--- src/rtl/mem8x8_arbiter_pkg.sv ---
// Shared definitions for the 8x8 memory arbiter: FSM encodings, requester IDs,
// default geometry and a small saturating-increment helper.
package mem8x8_arbiter_pkg;

    localparam int DEF_DW = 8;
    localparam int DEF_AW = 3;

    typedef enum logic [1:0] {
        IDLE = 2'd0,
        ACC  = 2'd1,
        RESP = 2'd2
    } state_t;

    localparam logic ID_A = 1'b0;
    localparam logic ID_B = 1'b1;

    function automatic logic [7:0] sat_inc8(input logic [7:0] v);
        return (v == 8'hFF) ? v : v + 8'd1;
    endfunction

endpackage

--- src/rtl/mem8x8_arbiter_rr.sv ---
// rr_arbiter2: combinational two-way round-robin pick. On a tie the requester
// that did not win last time is chosen.
module rr_arbiter2
    import mem8x8_arbiter_pkg::*;
(
    input  logic req_a,
    input  logic req_b,
    input  logic last_gnt,
    output logic gnt_id,
    output logic any_req
);

    always_comb begin
        any_req = req_a | req_b;
        gnt_id  = ID_A;
        if (req_a && req_b) begin
            gnt_id = ~last_gnt;
        end else if (req_b) begin
            gnt_id = ID_B;
        end
    end

endmodule

--- src/rtl/mem8x8_arbiter.sv ---
// Two-port round-robin access controller for the 8x8 memory array.
// Optional per-requester grant counters are enabled with MEM8X8_ARB_STAT_EN.
module mem8x8_arbiter
    import mem8x8_arbiter_pkg::*;
#(
    parameter int DW       = DEF_DW,
    parameter int AW       = DEF_AW,
    parameter int WAIT_CYC = 1
) (
    input  logic          clk,
    input  logic          rst_n,
    input  logic          a_req,
    input  logic          a_we,
    input  logic [AW-1:0] a_adr,
    input  logic [DW-1:0] a_wdata,
    output logic          a_ack,
    output logic [DW-1:0] a_rdata,
    input  logic          b_req,
    input  logic          b_we,
    input  logic [AW-1:0] b_adr,
    input  logic [DW-1:0] b_wdata,
    output logic          b_ack,
    output logic [DW-1:0] b_rdata,
    output logic [AW-1:0] mem_adr,
    output logic          mem_wr,
    output logic          mem_oe,
    output logic [DW-1:0] mem_din,
    input  logic [DW-1:0] mem_dout,
    output logic [7:0]    stat_a,
    output logic [7:0]    stat_b
);

    localparam logic [3:0] CNT_LOAD = 4'(WAIT_CYC - 1);

    state_t     state;
    state_t     state_nxt;
    logic       last_gnt;
    logic       win_id;
    logic       we_r;
    logic [3:0] cnt;
    logic       gnt_id;
    logic       any_req;
    logic       acc_done;

    rr_arbiter2 u_rr (
        .req_a    (a_req),
        .req_b    (b_req),
        .last_gnt (last_gnt),
        .gnt_id   (gnt_id),
        .any_req  (any_req)
    );

    assign acc_done = (state == ACC) && (cnt == 4'd0);

    always_ff @(posedge clk or negedge rst_n) begin
        if (!rst_n) begin
            state <= IDLE;
        end else begin
            state <= state_nxt;
        end
    end

    always_comb begin
        state_nxt = state;
        case (state)
            IDLE:    if (any_req) state_nxt = ACC;
            ACC:     if (cnt == 4'd0) state_nxt = RESP;
            RESP:    state_nxt = IDLE;
            default: state_nxt = IDLE;
        endcase
    end

    // Grant-time sampling: the winner's fields are frozen here so a requester
    // may change its inputs while the access is in flight.
    always_ff @(posedge clk or negedge rst_n) begin
        if (!rst_n) begin
            mem_adr  <= '0;
            mem_din  <= '0;
            we_r     <= 1'b0;
            win_id   <= ID_A;
            last_gnt <= ID_B;
            cnt      <= 4'd0;
            a_rdata  <= '0;
            b_rdata  <= '0;
        end else begin
            if (state == IDLE && any_req) begin
                win_id  <= gnt_id;
                we_r    <= (gnt_id == ID_B) ? b_we    : a_we;
                mem_adr <= (gnt_id == ID_B) ? b_adr   : a_adr;
                mem_din <= (gnt_id == ID_B) ? b_wdata : a_wdata;
                cnt     <= CNT_LOAD;
            end
            if (state == ACC && cnt != 4'd0) begin
                cnt <= cnt - 4'd1;
            end
            if (acc_done && !we_r) begin
                if (win_id == ID_B) begin
                    b_rdata <= mem_dout;
                end else begin
                    a_rdata <= mem_dout;
                end
            end
            if (state == RESP) begin
                last_gnt <= win_id;
            end
        end
    end

    // Strobes decode straight from the state so a reset drops them at once.
    assign mem_wr = (state == ACC) &  we_r;
    assign mem_oe = (state == ACC) & ~we_r;
    assign a_ack  = (state == RESP) && (win_id == ID_A);
    assign b_ack  = (state == RESP) && (win_id == ID_B);

`ifdef MEM8X8_ARB_STAT_EN
    always_ff @(posedge clk or negedge rst_n) begin
        if (!rst_n) begin
            stat_a <= 8'd0;
            stat_b <= 8'd0;
        end else begin
            if (a_ack) stat_a <= sat_inc8(stat_a);
            if (b_ack) stat_b <= sat_inc8(stat_b);
        end
    end
`else
    assign stat_a = 8'd0;
    assign stat_b = 8'd0;
`endif

endmodule

--- config.mk ---
export PLATFORM = sky130hd
export DESIGN_NAME = mem8x8_arbiter
export DESIGN_NICKNAME = d
export VERILOG_FILES = /design/src/rtl/mem8x8_arbiter_pkg.sv /design/src/rtl/mem8x8_arbiter_rr.sv /design/src/rtl/mem8x8_arbiter.sv
export SDC_FILE = /design/constraint.sdc
export NUM_CORES = 1
export LEC_CHECK = 0
export ABC_AREA = 1
export BUFFER_PORTS_ARGS = -buffer_cell sky130_fd_sc_hd__buf_2
export CORE_UTILIZATION = 40
export CTS_BUF_LIST = sky130_fd_sc_hd__clkbuf_16
export CTS_CLUSTER_SIZE = 10
export DETAILED_ROUTE_END_ITERATION = 6
export MAX_ROUTING_LAYER = met4
export PLACE_DENSITY = 0.79
export RECOVER_POWER = 25
export SLEW_MARGIN = 20
export SYNTH_ARGS = -nofsm -noshare
export SYNTH_HDL_FRONTEND = slang
export SYNTH_SLANG_ARGS = --single-unit
--- constraint.sdc ---
create_clock -name clk -period 1.2 [get_ports clk]
set_input_delay 0.06 -clock clk [delete_from_list [all_inputs] [get_ports clk]]
set_output_delay 0.06 -clock clk [all_outputs]
set_load 0.01 [all_outputs]
==> reports/metrics.json, run 1 <==
{
  "outcome": {
    "outcome": "finished with violations",
    "violations": "negative setup slack"
  },
  "route": {
    "detail_route.wirelength_um": 4450,
    "detailedRoute.firstIterationViolations": 101,
    "drt-vias-per-instance": 4.63,
    "detail-route-antenna-nets": 0,
    "remaining_drc_errors": 0,
    "avgRoutedWirePerCell_um": 12.0,
    "drt_pass1_iterations": 4,
    "via_count": 1719
  },
  "worst_setup_path": {
    "critPathSlowestCell": "sky130_fd_sc_hd__dfrtp_1",
    "path_depth": 4,
    "timing.critical_path.buf_inv": 2,
    "cpLargestDelayFamily": "flip-flops",
    "critical_path.endpoint": "a_ack",
    "path_cells": "inv_2 > or2_4 > nor2_4 > buf_6",
    "reg2reg_depth": 7,
    "slowest_cell_delay_on_critical_path_ns": 0.38,
    "crit_start": "state[1]$_DFFE_PN0P_",
    "ff2ff_setup_slack_ns": -0.04,
    "cp_data_arrival_time_ns": 1.22,
    "critical_path.endpoint_type": "primary output",
    "worstSetupStartpointType": "register",
    "critPathRequiredTime_ns": 1.14,
    "worstReg2RegEnd": "a_rdata[4]$_DFFE_PN0P_",
    "timing.critical_path.fanout_max": 3,
    "launching_point_of_the_worst_reg2reg_path": "cnt[0]$_DFFE_PN0P_",
    "critPathKind": "register to primary output"
  },
  "worst_hold_path": {
    "class_of_the_tightest_hold_or_removal_check": "input pin to register"
  },
  "finish": {
    "diodes": 0,
    "post_route_cells_drive_above_1_share": 0.414,
    "fin_nets": 355,
    "fillers": 377,
    "finalCoreUtilization": 0.600,
    "finish.instance_area_um2": 2630,
    "finish.cell_count_without_fillers": 371,
    "area.growth.synth_to_final_pct": 43.6,
    "regArea_um2": 903,
    "area_used_by_multi_input_combinational_logic_um2": 926
  },
  "timing": {
    "timing.final.ws_setup_ns": -0.0778,
    "whs_ns": 0.0481,
    "slew_viol_final": 0,
    "report.final.hold_viol_count": 0,
    "total_setup_violations_reported_at_the_end_of_the_flow": 18,
    "max_clock_freq_mhz": 783,
    "fin_crit_ns": 1.28,
    "timing_worst_slew_pin_value_ns": 0.791,
    "worst_slew_margin_rel": 0.473,
    "finalCritPeriodShare": 1.06,
    "rsz0062_at_grt": "true",
    "fin_skew_ns": 0.00635
  },
  "placed_design": {
    "place.port_buffers": 66,
    "post-place-cells": 354,
    "gp_congestion": 0.782,
    "placement.cell_area_um2": 2260,
    "hpwl_um": 3070
  },
  "logic_synthesis": {
    "ys_seq_elements": 36,
    "mappedNetlistArea_um2": 1830,
    "ys_warn_count": 0,
    "avgSynthCellArea_um2": 7.97,
    "postSynthCellCount": 230,
    "synth.lib_cells_used.distinct": 21,
    "portion_of_the_post_synthesis_area_used_by_sequential_elements": 0.492
  },
  "clock_network": {
    "clk-insertion-delay-late_ns": 0.28,
    "clkSlewWorstSetupHoldPaths_ns": 0.05,
    "clockRootBuffer": "sky130_fd_sc_hd__clkbuf_16",
    "ctsHtreeMaxLevel": 2,
    "total_clock_buffers_created_by_cts": 5,
    "cts_sinks": 36,
    "cts.path.max_buffers": 2,
    "cts_tree": "yes"
  },
  "global_routing": {
    "initial_antenna_violation_count": 0,
    "grt_start_max_net_pins": 37,
    "grt_use_total": 0.199,
    "gr-total-overflow": 0,
    "grt_first_pass_wirelength_um": 7320,
    "first_global_vias": 1634
  },
  "floorplanning": {
    "io_pins": 83,
    "die-area_um2": 4860,
    "rows": 24,
    "effective_utilization_at_floorplan": 0.418,
    "die-width_um": 69.7,
    "core_um2": 4380,
    "chipHeight_um": 69.7
  },
  "power_and_ir_drop": {
    "pwr_density_cell_nw_per_um2": 2320,
    "irDropWorstVdd_uv": 996,
    "static-leakage-power_uw": 0.00150
  },
  "run": {
    "max_cap_violations": 0
  }
}
-- power breakdown --
part	leakage (uW)	total (uW)	switching, uW	internal [uW]
logic	0.000975	2800	1580	1220
clock network	0.0000738	1190	447	745
registers	0.000448	2100	350	1750
total	0.00150	6100	2380	3720
-- per-layer routing --
layer	global-route usage	part of all wire	vias to the layer above
met5	-	0	-
met4	0.0600	0.012	0
met3	0.0567	0.060	4
met2	0.326	0.50	66
met1	0.241	0.43	782
li1	-	-	867
-- synthesized netlist by cell type --
master                     count  area, um2
sky130_fd_sc_hd__dfrtp_1      35        876
sky130_fd_sc_hd__ha_1          1       12.5
sky130_fd_sc_hd__buf_2         2       10.0
sky130_fd_sc_hd__or2_2         1       6.26
sky130_fd_sc_hd__o21ai_0       6       30.0
sky130_fd_sc_hd__conb_1        1       3.75
sky130_fd_sc_hd__buf_4        18        135
sky130_fd_sc_hd__nand2_2       2       12.5
sky130_fd_sc_hd__nand3_1      33        165
sky130_fd_sc_hd__nor2_1        7       26.3
sky130_fd_sc_hd__xnor2_1       1       8.76
sky130_fd_sc_hd__nor2_2        1       6.26
sky130_fd_sc_hd__inv_2         2       7.51
sky130_fd_sc_hd__nand2_1     101        379
sky130_fd_sc_hd__o21ai_4       1       16.3
sky130_fd_sc_hd__nor2_4        1       11.3
sky130_fd_sc_hd__buf_6         2       22.5
sky130_fd_sc_hd__clkbuf_1      2       7.51
sky130_fd_sc_hd__inv_1         8       30.0
sky130_fd_sc_hd__nand3_2       4       40.0
sky130_fd_sc_hd__dfstp_2       1       26.3
-- worst min path at each step --
stage                           start                      to  slack [ns]  depth (start not counted)
after floorplan                 rst_n  a_rdata[0]$_DFFE_PN0P_       -0.24                          0
after global placement          rst_n  a_rdata[2]$_DFFE_PN0P_        0.12                          2
after detailed placement        rst_n  a_rdata[1]$_DFFE_PN0P_        0.12                          2
after CTS                 mem_dout[7]  a_rdata[7]$_DFFE_PN0P_        0.04                          3
after global routing      mem_dout[2]  b_rdata[2]$_DFFE_PN0P_        0.06                          3
final                     mem_dout[7]  a_rdata[7]$_DFFE_PN0P_        0.05                          3
-- logic make-up (layout without fill, tap and decap cells) --
| logic type | after synthesis | in the layout | share of synthesized area |
|---|---|---|---|
| compound gates | 7 | 7 | 0.0253 |
| simple gates | 150 | 150 | 0.353 |
| fa+ha+maj | 1 | 1 | 0.00682 |
| flops | 36 | 36 | 0.492 |
| other cells | 1 | 16 | 0.00205 |
| buf+inv | 34 | 108 | 0.116 |
| xor+xnor | 1 | 1 | 0.00478 |
-- final cells by class --
| class | count | area share |
|---|---|---|
| Timing Repair Buffer | 90 | 0.213 |
| Sequential cell | 36 | 0.343 |
| Multi-Input combinational cell | 175 | 0.352 |
| Inverter | 10 | 0.0152 |
| Tap cell | 52 | 0.0247 |
| Clock buffer | 5 | 0.0475 |
| Clock inverter | 3 | 0.00428 |
-- placed cells by master, fill, tap and decap left out --
cell                            synthesis  final
sky130_fd_sc_hd__dfrtp_1               35     34
sky130_fd_sc_hd__nor2_1                 7      2
sky130_fd_sc_hd__inv_1                  8      7
sky130_fd_sc_hd__xnor2_1                1      1
sky130_fd_sc_hd__dfstp_2                1      1
sky130_fd_sc_hd__conb_1                 1     16
sky130_fd_sc_hd__dlygate4sd3_1          0      1
sky130_fd_sc_hd__buf_6                  2      5
sky130_fd_sc_hd__o21ai_0                6      6
sky130_fd_sc_hd__or2_4                  0      1
sky130_fd_sc_hd__o21ai_4                1      1
sky130_fd_sc_hd__buf_2                  2     64
sky130_fd_sc_hd__nand2_1              101     88
sky130_fd_sc_hd__nand3_2                4      3
sky130_fd_sc_hd__nor2_4                 1      6
sky130_fd_sc_hd__nand3_4                0      3
sky130_fd_sc_hd__inv_4                  0      1
sky130_fd_sc_hd__buf_12                 0      2
sky130_fd_sc_hd__nand2_2                2     10
sky130_fd_sc_hd__nand2_8                0      1
sky130_fd_sc_hd__nor2_2                 1      1
sky130_fd_sc_hd__nand3_1               33     31
sky130_fd_sc_hd__buf_4                 18     18
sky130_fd_sc_hd__dfrtp_2                0      1
sky130_fd_sc_hd__inv_2                  2      4
sky130_fd_sc_hd__ha_4                   0      1
sky130_fd_sc_hd__clkinv_1               0      1
sky130_fd_sc_hd__nand2_4                0      4
sky130_fd_sc_hd__clkbuf_16              0      5
-- worst register-to-register path: stages (launching register included) --
cell	delay (ns)
sky130_fd_sc_hd__dfrtp_1	0.39
sky130_fd_sc_hd__inv_2	0.08
sky130_fd_sc_hd__ha_4	0.16
sky130_fd_sc_hd__nand3_4	0.11
sky130_fd_sc_hd__nor2_4	0.12
sky130_fd_sc_hd__buf_12	0.14
sky130_fd_sc_hd__nand3_1	0.09
sky130_fd_sc_hd__nand2_2	0.07
-- through the flow --
step	total power, uW	worst slack [ns]	TNS, ns
3_3_place_gp	4260	-0.0411	-0.349
3_5_place_dp	4340	-0.114	-1.27
5_1_grt	6570	-0.120	-1.91
4_1_cts	5900	-0.0611	-0.675
2_1_floorplan	3460	0.0115	0
6_report	6100	-0.0778	-0.603
-- registers in the layout (all words and copies together) (netlist names) --
name / cells
mem_din: 8
win_id: 1
state: 2
last_gnt: 1
mem_adr: 3
cnt: 4
we_r: 1
b_rdata: 8
a_rdata: 8
-- what timing repair did --
item,in CTS,in global routing
hold buffers,1,0
gates resized for setup,18,23
hold endpoints to repair,35,0
pin swaps,6,7
setup endpoints to repair,24,37
buffers inserted,8,1
(Power assumes the default switching activity.)
==> run 2: changes to the inputs <==
- RECOVER_POWER: 25 -> not set
- SYNTH_HIERARCHICAL: not set -> 1
==> run 2 against run 1 <==
Die area decreased by 1.3%. Wire length fell by 6.9%. Global-route usage fell by 1.5 points. The run still ends with negative setup slack left. Critical path type is now register to register. Via count fell by 5.2%. Count of clock-buffer cells in the layout stayed put. Largest power group unchanged. Sequential power about the same. Maximum frequency increased by 3.4%.
==> reports/metrics.json, run 2 <==
{
  "timing": {
    "total_setup_violations_reported_at_the_end_of_the_flow": 18,
    "rsz0062_at_grt": "true",
    "max_clock_freq_mhz": 809,
    "finalCritPeriodShare": 1.03,
    "report.final.hold_viol_count": 0,
    "slew_viol_final": 0,
    "timing.final.ws_setup_ns": -0.0359,
    "fin_skew_ns": 0.00326,
    "fin_crit_ns": 1.24
  },
  "finish": {
    "fin_nets": 332,
    "final_common_cell": "sky130_fd_sc_hd__nand2_1",
    "fillers": 395,
    "finish.cell_count_without_fillers": 348,
    "diodes": 0,
    "finish.instance_area_um2": 2530,
    "top_regs": "a_rdata (8), b_rdata (8), mem_din (8)",
    "area.growth.synth_to_final_pct": 39.6,
    "layout.cells.most_common_list": "sky130_fd_sc_hd__nand2_1, sky130_fd_sc_hd__buf_2, sky130_fd_sc_hd__dfrtp_1, sky130_fd_sc_hd__nand3_1, sky130_fd_sc_hd__buf_4",
    "post_route_cells_drive_above_1_share": 0.409
  },
  "route": {
    "drt-vias-per-instance": 4.68,
    "detail-route-antenna-nets": 0,
    "remaining_drc_errors": 0,
    "drt_pass1_iterations": 6,
    "detailedRoute.firstIterationViolations": 128,
    "avgRoutedWirePerCell_um": 11.9,
    "via_count": 1630,
    "detail_route.wirelength_um": 4140
  },
  "logic_synthesis": {
    "ys.flop_type": "sky130_fd_sc_hd__dfrtp_1",
    "ys_warn_count": 6,
    "synth_edf_count": 0,
    "synth_top_cells_by_count": "sky130_fd_sc_hd__nand2_1, sky130_fd_sc_hd__dfrtp_1, sky130_fd_sc_hd__nand3_1",
    "post-synth-top-area-fraction": 0.484,
    "portion_of_the_post_synthesis_area_used_by_sequential_elements": 0.499,
    "yosys.cell_count.top_type": "sky130_fd_sc_hd__nand2_1",
    "mappedNetlistArea_um2": 1810,
    "postSynthCellCount": 209,
    "avgSynthCellArea_um2": 8.66,
    "synth_area_leader_cell": "sky130_fd_sc_hd__dfrtp_1",
    "async_reset_ff_frac": 1.00,
    "ys_seq_elements": 36,
    "largest_cells_by_area_after_synthesis": "sky130_fd_sc_hd__dfrtp_1, sky130_fd_sc_hd__nand2_1, sky130_fd_sc_hd__buf_4",
    "synth.lib_cells_used.distinct": 27
  },
  "clock_network": {
    "cts_tree": "yes",
    "clkSlewWorstSetupHoldPaths_ns": 0.05,
    "total_clock_buffers_created_by_cts": 5,
    "cts_sinks": 36,
    "cts.path.max_buffers": 2,
    "clk-insertion-delay-late_ns": 0.28,
    "ctsHtreeMaxLevel": 2,
    "clockRootBuffer": "sky130_fd_sc_hd__clkbuf_16"
  },
  "worst_setup_path": {
    "launching_point_of_the_worst_reg2reg_path": "state[1]$_DFFE_PN0P_",
    "worstReg2RegEnd": "a_rdata[1]$_DFFE_PN0P_",
    "cell_occurring_most_often_along_the_worst_timing_path": "sky130_fd_sc_hd__nand2_1",
    "worstSetupStartpointType": "register",
    "critical_path.endpoint_type": "register",
    "critPathSlowestCell": "sky130_fd_sc_hd__dfrtp_1",
    "path_cells": "inv_2 > nand2_4 > nor2_4 > buf_4 > nand3_4 > nand2_1 > nand2_1",
    "slowest_cell_delay_on_critical_path_ns": 0.40,
    "reg2reg_depth": 7,
    "critPathKind": "register to register",
    "ff2ff_setup_slack_ns": -0.04,
    "timing.critical_path.fanout_max": 8,
    "cp_data_arrival_time_ns": 1.40,
    "critPathRequiredTime_ns": 1.36
  },
  "global_routing": {
    "groute.layer.met2.usage": 0.287,
    "grt_first_pass_wirelength_um": 6670,
    "first_global_vias": 1543,
    "initial_antenna_violation_count": 0,
    "grt_util_met3": 0.0610,
    "gr-total-overflow": 0,
    "grt_start_max_net_pins": 37,
    "grt_util_met1": 0.218,
    "grt_use_total": 0.185,
    "grt_busiest_layer": "met2"
  },
  "outcome": {
    "outcome": "finished with violations",
    "violations": "negative setup slack"
  },
  "worst_hold_path": {
    "class_of_the_tightest_hold_or_removal_check": "input pin to register",
    "hold_start": "a_wdata[2]",
    "hold-path-endpoint": "mem_din[2]$_DFFE_PN0P_",
    "timing.hold.worst_path_depth": 3
  },
  "placed_design": {
    "post-place-cells": 330,
    "gp_congestion": 0.773,
    "hpwl_um": 2910,
    "place.port_buffers": 66,
    "placement.cell_area_um2": 2190
  },
  "power_and_ir_drop": {
    "irDropWorstVdd_uv": 1020,
    "pwr_density_cell_nw_per_um2": 2340,
    "static-leakage-power_uw": 0.00138
  },
  "floorplanning": {
    "core_um2": 4350,
    "die-area_um2": 4800,
    "io_pins": 83,
    "effective_utilization_at_floorplan": 0.416,
    "chipHeight_um": 69.3,
    "die-width_um": 69.3,
    "rows": 24
  },
  "run": {
    "max_cap_violations": 0
  }
}
-- run 2: cell type report --
type / instances / area [um2] / area share
Clock inverter: 3 / 11.3 / 0.00446
Timing Repair Buffer: 87 / 523 / 0.207
Tap cell: 52 / 65.1 / 0.0258
Inverter: 13 / 53.8 / 0.0213
Clock buffer: 5 / 125 / 0.0495
Sequential cell: 36 / 902 / 0.357
Multi-Input combinational cell: 152 / 846 / 0.335
-- run 2: worst max-delay path by stage --
stage                              start                     end  slack, ns  cells after the start
CTS                 state[1]$_DFFE_PN0P_  b_rdata[1]$_DFFE_PN0P_      -0.03                      7
global placement      cnt[1]$_DFFE_PN0P_  b_rdata[6]$_DFFE_PN0P_      -0.06                      6
floorplan             cnt[0]$_DFFE_PN0P_  b_rdata[0]$_DFFE_PN0P_      0.008                      7
detailed placement    cnt[1]$_DFFE_PN0P_  b_rdata[6]$_DFFE_PN0P_      -0.12                      6
finish              state[1]$_DFFE_PN0P_  a_rdata[1]$_DFFE_PN0P_      -0.04                      7
global route        state[1]$_DFFE_PN0P_  b_rdata[5]$_DFFE_PN0P_      -0.12                      7
-- run 2: critical path: cells and delay by family (launching register included) --
| kind | cells | cell delay (ns) |
|---|---|---|
| buffers and inverters | 2 | 0.25 |
| flip-flops | 1 | 0.40 |
| AND/OR/NAND/NOR | 5 | 0.46 |
-- run 2: cells by family after synthesis --
group                    after synthesis  synth area share
flip-flops                            36             0.499
AND/OR/NAND/NOR                      116             0.300
XOR/XNOR                               1           0.00484
other                                  1           0.00207
buffers and inverters                 36             0.122
adder cells (fa/ha/maj)                1           0.00691
AO/OA/AOI/OAI                         18            0.0650
-- run 2: what timing repair did --
action | in CTS | in global routing
gates resized for setup | 14 | 12
setup buffers | 6 | 3
pin swaps | 8 | 5
endpoints found under the hold margin | 35 | 0
setup endpoints to repair | 27 | 36
hold buffers | 1 | 0
-- run 2: per-layer routing --
layer / routed length (um) / part of all wire
met5: 0 / 0
met3: 311 / 0.075
met2: 1970 / 0.48
met4: 87 / 0.021
met1: 1770 / 0.43
-- run 2: stage by stage --
step / util / hold WS (ns) / power [uW] / worst slack, ns / TNS, ns
final: 0.580 / 0.0116 / 5900 / -0.0359 / -0.287
after global routing: 0.580 / 0.0167 / 6330 / -0.124 / -2.06
after CTS: 0.562 / 0.0109 / 5760 / -0.0304 / -0.287
after detailed placement: 0.503 / 0.126 / 4280 / -0.115 / -1.79
after global placement: 0.503 / 0.119 / 4210 / -0.0606 / -0.588
after floorplan: - / -0.236 / 3510 / 0.00844 / 0
-- run 2: report_power, final --
part | total (uW) | switching, uW | internal [uW]
combinational | 2620 | 1500 | 1120
clock | 1190 | 445 | 745
sequential | 2090 | 330 | 1760
total | 5900 | 2280 | 3620
==> run 3: changes to the inputs <==
- CORE_UTILIZATION: 40 -> 46
- PLACE_DENSITY: 0.79 -> 0.85
- clock period: 1.2 -> 1.6 ns (I/O delays scaled with it)
==> run 3 against run 2 <==
The flow now finishes without violations. Critical endpoint is now b_rdata[3]$_DFFE_PN0P_. Count of clock-buffer cells in the layout is the same. Via count is 4.3% lower. Design area down 11%. Setup slack gained 0.21 ns. Sequential share of layout area up 4.3 points. Final cell count fell by 6.0%.
==> reports/metrics.json, run 3 (synthesis gave the netlist of run 2 again) <==
{
  "outcome": {
    "outcome": "finished clean"
  },
  "timing": {
    "total_setup_violations_reported_at_the_end_of_the_flow": 0,
    "timing.setup.tns_ns": 0,
    "rsz0062_at_grt": "false",
    "worst_slew_margin_rel": 0.482,
    "finalCritPeriodShare": 0.889,
    "timing_worst_slew_pin_value_ns": 0.778,
    "fin_crit_ns": 1.42,
    "max_clock_freq_mhz": 703,
    "fin_skew_ns": 0.00402,
    "whs_ns": 0.0309,
    "report.final.hold_viol_count": 0,
    "slew_viol_final": 0
  },
  "floorplanning": {
    "rows": 22,
    "die-area_um2": 4190,
    "chipHeight_um": 64.7,
    "core_um2": 3720,
    "effective_utilization_at_floorplan": 0.487,
    "io_pins": 83,
    "die-width_um": 64.7
  },
  "route": {
    "detail_route.wirelength_um": 3810,
    "detail-route-antenna-nets": 0,
    "via_count": 1560,
    "remaining_drc_errors": 0,
    "avgRoutedWirePerCell_um": 11.7,
    "drt_pass1_iterations": 4,
    "detailedRoute.firstIterationViolations": 164,
    "drt-vias-per-instance": 4.77
  },
  "worst_setup_path": {
    "ff2ff_setup_slack_ns": 0.18,
    "cp_data_arrival_time_ns": 1.59,
    "worstSetupStartpointType": "register",
    "critPathRequiredTime_ns": 1.77,
    "critPathKind": "register to register",
    "critical_path.endpoint_type": "register",
    "timing.critical_path.fanout_max": 8
  },
  "clock_network": {
    "ctsHtreeMaxLevel": 2,
    "clockRootBuffer": "sky130_fd_sc_hd__clkbuf_16",
    "cts.path.max_buffers": 2,
    "cts_post_setup_buffers_inserted": 0,
    "clkSlewWorstSetupHoldPaths_ns": 0.05,
    "total_clock_buffers_created_by_cts": 5,
    "clk-insertion-delay-late_ns": 0.28,
    "cts_sinks": 36,
    "cts_tree": "yes"
  },
  "run": {
    "max_cap_violations": 0
  },
  "power_and_ir_drop": {
    "pwr_density_cell_nw_per_um2": 1800,
    "total_power_uw": 4050,
    "irDropWorstVdd_uv": 1060,
    "static-leakage-power_uw": 0.00127
  },
  "finish": {
    "fillers": 326,
    "fin_nets": 315,
    "final_common_cell": "sky130_fd_sc_hd__nand2_1",
    "diodes": 0,
    "regArea_um2": 902,
    "area.growth.synth_to_final_pct": 24.5,
    "finalCoreUtilization": 0.606,
    "area_used_by_multi_input_combinational_logic_um2": 742,
    "finish.instance_area_um2": 2250,
    "top_regs": "a_rdata (8), b_rdata (8), mem_din (8)",
    "post_route_cells_drive_above_1_share": 0.330,
    "layout.cells.most_common_list": "sky130_fd_sc_hd__nand2_1, sky130_fd_sc_hd__buf_2, sky130_fd_sc_hd__dfrtp_1, sky130_fd_sc_hd__nand3_1, sky130_fd_sc_hd__conb_1"
  },
  "global_routing": {
    "grt_first_pass_wirelength_um": 6520,
    "first_global_vias": 1513,
    "grt_start_max_net_pins": 37,
    "initial_antenna_violation_count": 0,
    "gr-total-overflow": 0,
    "grt_use_total": 0.216
  },
  "placed_design": {
    "hpwl_um": 2910,
    "placement.cell_area_um2": 2110,
    "gp_congestion": 0.819,
    "place.port_buffers": 66
  },
  "worst_hold_path": {
    "class_of_the_tightest_hold_or_removal_check": "input pin to register"
  }
}
run 3: changes by cell type in the layout (fill, tap and decap cells not counted), sizes merged:
cell / change
buf: -17
run 3: what timing repair did:
| item | 4_1_cts | 5_1_grt |
|---|---|---|
| endpoints found under the hold margin | 35 | 0 |
| resized for setup | 0 | 0 |
| hold buffers | 1 | 0 |
run 3: area by class of cell:
cell class,instances,area share
clock buffer,5,0.0556
multi-input combinational,152,0.329
sequential,36,0.401
timing repair buffer,70,0.161
tap,48,0.0267
inverter,13,0.0217
clock inverter,3,0.00500
run 3: metal layers:
layer  GRT usage  vias up  part of all wire
met5           -        -                 0
met4      0.0917        0             0.023
met3      0.0616        7             0.075
met2       0.350       79              0.47
met1       0.250      700              0.43
li1            -      774                 -
run 3: stage by stage:
stage / setup WS, ns / cells
after floorplan: 0.324 / 224
after global placement: 0.216 / 318
after detailed placement: 0.190 / 318
after CTS: 0.178 / 327
after global routing: 0.00367 / 327
final: 0.178 / 327
run 3: worst paths after layout:
path	start	endpoint	cells past startpoint
worst max-delay path	cnt[0]$_DFFE_PN0P_	b_rdata[3]$_DFFE_PN0P_	7
worst min-delay path	a_adr[0]	mem_adr[0]$_DFFE_PN0P_	3
worst max register to register	cnt[0]$_DFFE_PN0P_	b_rdata[3]$_DFFE_PN0P_	7
worst min register to register	b_rdata[5]$_DFFE_PN0P_	b_rdata[5]$_DFFE_PN0P_	2
max in group asynchronous	rst_n	b_rdata[0]$_DFFE_PN0P_	2
min in group asynchronous	rst_n	a_rdata[1]$_DFFE_PN0P_	2
run 3: power by group:
part | total (uW) | leakage [uW] | internal [uW] | switching (uW)
clock | 890 | 0.0000738 | 558 | 332
combinational | 1630 | 0.000748 | 617 | 1010
sequential | 1540 | 0.000446 | 1320 | 214
run 3: critical path, cell delays in order, from the launching register on:
cell and delay [ns]:
sky130_fd_sc_hd__dfrtp_1 0.38, sky130_fd_sc_hd__inv_1 0.09, sky130_fd_sc_hd__ha_1 0.22, sky130_fd_sc_hd__nand2_1 0.07, sky130_fd_sc_hd__nor2_1 0.18, sky130_fd_sc_hd__nand3_2 0.21
sky130_fd_sc_hd__nand2_1 0.11, sky130_fd_sc_hd__nand2_1 0.06
